File: src/rtl/enc_onehot2bin_buf_if.sv
// enc_onehot2bin_buf_if: upstream/downstream handshake and error-counter bundle for the encoder buffer
interface enc_onehot2bin_buf_if #(parameter int CNT_W = 8);
  logic             in_valid;
  logic [14:0]      in;
  logic             in_ready;
  logic             out_valid;
  logic [3:0]       out;
  logic             out_err;
  logic             out_ready;
  logic             err_clr;
  logic [CNT_W-1:0] err_cnt;
  modport master (output in_valid, in, out_ready, err_clr,
                  input  in_ready, out_valid, out, out_err, err_cnt);
  modport slave  (input  in_valid, in, out_ready, err_clr,
                  output in_ready, out_valid, out, out_err, err_cnt);
endinterface

File: src/rtl/enc_onehot2bin_buf.sv
// enc_onehot2bin_buf: one-hot to binary encoder feeding a 2-entry FIFO with a saturating multi-hot counter
module enc_onehot2bin_buf #(parameter int CNT_W = 8) (
  input logic                 clk,
  input logic                 rst,
  enc_onehot2bin_buf_if.slave bus
);
  logic [4:0]       mem_q [2];
  logic             wr_q, rd_q;
  logic [1:0]       occ_q, occ_d;
  logic [CNT_W-1:0] err_cnt_q, err_cnt_d;
  logic [3:0]       enc_val;
  logic             multi, push, pop;
  // Lowest set bit wins; an all-zero code keeps the 15 marker.
  always_comb begin
    enc_val = 4'hf;
    for (int i = 14; i >= 0; i--) if (bus.in[i]) enc_val = 4'(i);
  end
  assign multi     = |(bus.in & (bus.in - 15'd1));
  assign push      = bus.in_valid & bus.in_ready;
  assign pop       = bus.out_valid & bus.out_ready;
  assign occ_d     = occ_q + {1'b0, push} - {1'b0, pop};
  assign err_cnt_d = bus.err_clr ? '0 : (push & multi & ~&err_cnt_q) ? err_cnt_q + CNT_W'(1) : err_cnt_q;
  always_ff @(posedge clk or negedge rst)
    if (!rst) begin
      mem_q[0]  <= '0;
      mem_q[1]  <= '0;
      wr_q      <= 1'b0;
      rd_q      <= 1'b0;
      occ_q     <= 2'd0;
      err_cnt_q <= '0;
    end else begin
      if (push) mem_q[wr_q] <= {enc_val, multi};
      wr_q      <= wr_q ^ push;
      rd_q      <= rd_q ^ pop;
      occ_q     <= occ_d;
      err_cnt_q <= err_cnt_d;
    end
  assign bus.in_ready  = occ_q != 2'd2;
  assign bus.out_valid = occ_q != 2'd0;
  assign bus.out       = mem_q[rd_q][4:1];
  assign bus.out_err   = mem_q[rd_q][0];
  assign bus.err_cnt   = err_cnt_q;
endmodule

File: src/flat_wrapper.sv
// flat-port wrapper written by rule: the top's interface ports become plain ports
module enc_onehot2bin_buf_flat 
#(parameter int CNT_W = 8)
  (clk, rst, bus_in_valid, bus_in, bus_out_ready, bus_err_clr, bus_in_ready, bus_out_valid, bus_out, bus_out_err, bus_err_cnt);
  enc_onehot2bin_buf_if #(.CNT_W(CNT_W)) bus_i ();
  input logic clk;
  input logic rst;
  input wire logic [$bits(bus_i.in_valid)-1:0] bus_in_valid;
  input wire logic [$bits(bus_i.in)-1:0] bus_in;
  input wire logic [$bits(bus_i.out_ready)-1:0] bus_out_ready;
  input wire logic [$bits(bus_i.err_clr)-1:0] bus_err_clr;
  output wire logic [$bits(bus_i.in_ready)-1:0] bus_in_ready;
  output wire logic [$bits(bus_i.out_valid)-1:0] bus_out_valid;
  output wire logic [$bits(bus_i.out)-1:0] bus_out;
  output wire logic [$bits(bus_i.out_err)-1:0] bus_out_err;
  output wire logic [$bits(bus_i.err_cnt)-1:0] bus_err_cnt;
  assign bus_i.in_valid = bus_in_valid;
  assign bus_i.in = bus_in;
  assign bus_i.out_ready = bus_out_ready;
  assign bus_i.err_clr = bus_err_clr;
  assign bus_in_ready = bus_i.in_ready;
  assign bus_out_valid = bus_i.out_valid;
  assign bus_out = bus_i.out;
  assign bus_out_err = bus_i.out_err;
  assign bus_err_cnt = bus_i.err_cnt;
  enc_onehot2bin_buf #(.CNT_W(CNT_W)) u_core (.clk(clk), .rst(rst), .bus(bus_i));
endmodule
File: config.mk
export PLATFORM = sky130hd
export DESIGN_NAME = enc_onehot2bin_buf_flat
export DESIGN_NICKNAME = d
export VERILOG_FILES = /design/src/rtl/enc_onehot2bin_buf_if.sv /design/src/rtl/enc_onehot2bin_buf.sv /design/src/flat_wrapper.sv
export SDC_FILE = /design/constraint.sdc
export NUM_CORES = 1
export LEC_CHECK = 0
export CAP_MARGIN = 10
export CORE_MARGIN = 1
export CORE_UTILIZATION = 32
export CTS_BUF_LIST = sky130_fd_sc_hd__clkbuf_4 sky130_fd_sc_hd__clkbuf_8
export DETAILED_ROUTE_END_ITERATION = 7
export HOLD_SLACK_MARGIN = 0.03
export SLEW_MARGIN = 20
export SYNTH_ARGS = -nofsm -noshare
export SYNTH_HDL_FRONTEND = slang
export SYNTH_SLANG_ARGS = --single-unit
File: constraint.sdc
create_clock -name clk -period 2 [get_ports clk]
set_input_delay 0.4 -clock clk [delete_from_list [all_inputs] [get_ports clk]]
set_output_delay 0.4 -clock clk [all_outputs]
set_load 0.01 [all_outputs]
==> impl_results.md, run 1 <==
- Result of the run: finished with violations
- Failing checks: setup timing
- Floorplan die height: between 60 and 70 µm
- Post-route worst hold slack: slightly below 0.5 ns
- Num ports: 35
- Syn-to-layout area delta: 48.5%
- Clock period minus final worst setup slack: ~2.1 ns
- Number of pins with negative max-slew slack in the final report: 0
- Share of post-route cells with drive strength above 1: a little over a third
- Mapped Nets: ~160
- Number of antenna violations at the first check in global routing: 0
- Family with the most delay on the worst path: compound AO/OA/AOI/OAI gates
- Power density relative to cell area: 853 mW/mm²
- Element type at the critical path end: flip-flop
- Die span in x: approximately 68 µm
- Largest stage delay on the critical path: around 0.45 ns
- Number of clock sinks: 22
- Number of search-and-repair iterations in the first detailed-routing pass: 4
- Placeable core area: around 0.0041 mm²
- Antenna Nets Post-Route: 0
- P_leak: 0.924 nW
- Number of maximum-capacitance constraint violations: 0
- Worst endpoint data arrival time: ~2.3 ns
- Wire length of the first global-routing pass: approximately 5400 µm
- Top_reg_cell synth: sky130_fd_sc_hd__dfrtp_1
- Launch point of the worst path: bus_in[7]
- Worst Path Max Fanout: 8
- Maximum vdd drop: ~640 µV
- Later-pin clock latency in the skew report: 0.26 ns
- Achievable Freq: between 400 and 500 MHz
- Setup-failing EPs final: 7
- Vias in the first global route: 1141
- Final period utilization: 105%
- Number of core rows: 23
- Antenna diode count: 0
- Final Hold Viols: 0
- Normalized max-slew margin: between 70% and 80%
- Worst path cell trace: buf_8, nor4_4, buf_4, a41oi_2, a2111oi_4, a21oi_4, nand4_1, mux2_4
- Total number of yosys warnings: 0
- Wire length reported by the detailed router: between 3000 and 4000 µm
- Required time of the critical path: between 2 and 2.5 ns
- Path category of the worst min-delay check: in -> async
- Top post-synthesis cells by count: sky130_fd_sc_hd__dfrtp_1, sky130_fd_sc_hd__nor2_1, sky130_fd_sc_hd__mux2_2, sky130_fd_sc_hd__inv_1, sky130_fd_sc_hd__a21oi_1
- Ys async rst share: 100%
- Placed wire-length estimate after detailed placement: between 2000 and 2500 µm
- Clock buffer count from CTS: 3
- Sequential share of the synthesized area: between 30% and 40%
- Grt ovf: 0
- Drt via density: roughly 4.9
- Violation count after the first detailed-routing iteration: 48
- Total Die Area: approximately 0.0046 mm²
- Maximum number of pins on one net before global-route repair: 23
- Hold Buf Count CTS: 0
- Max Root-Sink Buffers: 2
- Residual DRC: 0
- EDFF count, synth: 0
- Starting density of the core: between 30% and 40%
- WS Path Type: in -> reg
- Worst reg2reg startpoint: u_core.bus.err_cnt[3]
- Port Buf Inserts: 34
- Nets: about 220
- Clock tree from TritonCTS: built
- Count of state elements after synthesis: 22
- Syn avg cell area: around 10 µm²
- CTS Root Cell: sky130_fd_sc_hd__clkbuf_8
- Post-Route Utilization: about half
- Most area-consuming cells after synthesis: sky130_fd_sc_hd__dfrtp_1, sky130_fd_sc_hd__mux2_2, sky130_fd_sc_hd__ha_1
- Count of H-tree levels built during CTS: 1
- Unrepaired setup endpoints after global routing: yes
- Gate Count Post-Synth: ~140
- Placer's final routability congestion estimate: about 0.79
- Cell with the biggest individual delay on the critical path: sky130_fd_sc_hd__a2111oi_4
- Fraction of synthesized cell area taken by the top area cell type: about two fifths
- Clock transition at path regs: around 0.080 ns
- Number of buffer and inverter stages on the critical path: 2
- Overall global routing resource usage: around 16%
- Total vias in the final route: about 1200
- Wire length per cell: 13.5 µm
- Setup slack after layout: -0.102 ns
- Count of unique library cells instantiated by Yosys: 41
- Top cell type by total area after synthesis: sky130_fd_sc_hd__dfrtp_1
- Worst slew pin tran: between 0.4 and 0.5 ns
- Number of fill cells in the layout: between 300 and 400
- Cell with the most instances after synthesis: sky130_fd_sc_hd__dfrtp_1
- Worst clock skew: between 0.005 and 0.006 ns
- Cell area after technology mapping: between 0.001 and 0.0015 mm²
- Startpoint Class: input pin
power by group:
part / internal (W) / leakage (nW) / switching, W
Clock: 0.000267 / 0.0357 / 0.000143
Combinational: 0.000417 / 0.608 / 0.000316
Sequential: 0.000548 / 0.280 / 0.0000733
cells in the final DEF, fill, tap and decap left out, types with 4 or more instances in the layout:
master and count:
sky130_fd_sc_hd__inv_1 9, sky130_fd_sc_hd__a21oi_1 7, sky130_fd_sc_hd__nor2_1 14, sky130_fd_sc_hd__dfrtp_1 21, sky130_fd_sc_hd__buf_4 21, sky130_fd_sc_hd__ha_1 5, sky130_fd_sc_hd__mux2_4 4, sky130_fd_sc_hd__dlygate4sd2_1 4
sky130_fd_sc_hd__nand4_1 5, sky130_fd_sc_hd__mux2_2 11, sky130_fd_sc_hd__buf_2 4, sky130_fd_sc_hd__nor2b_1 4, sky130_fd_sc_hd__clkdlybuf4s50_1 20
final timing paths:
kind	to	slack, ns	cells past startpoint
worst max-delay path	u_core.bus.err_cnt[6]	-0.10	8
worst min-delay path	u_core.mem_q[6]	0.49	2
worst max register to register	u_core.bus.err_cnt[6]	0.10	6
worst min register to register	u_core.occ_q[1]	0.50	1
max in group asynchronous	u_core.rd_q	1.27	2
min in group clk	u_core.occ_q[1]	0.50	1
metrics by stage:
step           TNS, ns  setup WS [ns]  power, W  cells  cell area (µm²)
2_1_floorplan  -0.0783        -0.0241   0.00101    136             1410
3_3_place_gp     -5.12         -0.586   0.00131    235             1940
3_5_place_dp     -5.86         -0.679   0.00134    235             1940
4_1_cts              0        0.00351   0.00176    241             2040
5_1_grt         -0.970         -0.169   0.00189    242             2070
6_report        -0.403         -0.102   0.00176    242             2070
final cells by class:
| cell class | count | area (µm²) | area share (%) |
|---|---|---|---|
| multi-input cells | 101 | 856 | 41.4 |
| well taps | 50 | 62.6 | 3.02 |
| clock inverters | 1 | 30.0 | 1.45 |
| clock buffers | 3 | 41.3 | 2.00 |
| inverters | 9 | 33.8 | 1.63 |
| flip-flops and latches | 22 | 552 | 26.7 |
| repair buffers | 56 | 494 | 23.9 |
logic make-up after synthesis:
group / count (synthesis) / synth area share, %
flops: 22 / 39.5
fa+ha+maj: 6 / 5.21
compound gates: 28 / 15.7
mux: 18 / 14.3
xor+xnor: 4 / 2.51
buf+inv: 13 / 3.50
simple gates: 45 / 19.3
timing repair:
action | in CTS | in global routing
gates cloned | 0 | 0
endpoints found under the setup margin | 15 | 12
buffers inserted | 2 | 1
pin swaps | 12 | 7
resized for setup | 45 | 11
flip-flops by register name (all words and copies together) (netlist names):
register	flops
u_core.wr_q	1
u_core.occ_q	2
u_core.bus.err_cnt	8
u_core.rd_q	1
u_core.mem_q	10
per-layer routing:
layer | GRT usage, % | part of all wire [%] | up-vias
met1 | 19.4 | 44 | 570
li1 | - | - | 598
met3 | 3.50 | 3.3 | 2
met4 | 3.13 | 0.24 | 0
met5 | 0 | 0 | -
met2 | 28.6 | 52 | 20
Note: power is estimated with default switching activity, not from simulation.
==> run 2: changes to the inputs <==
CAP_MARGIN = default   (was 10)
==> results of run 2 <==
The final DEF is identical to that of run 1; final timing and power are the same.
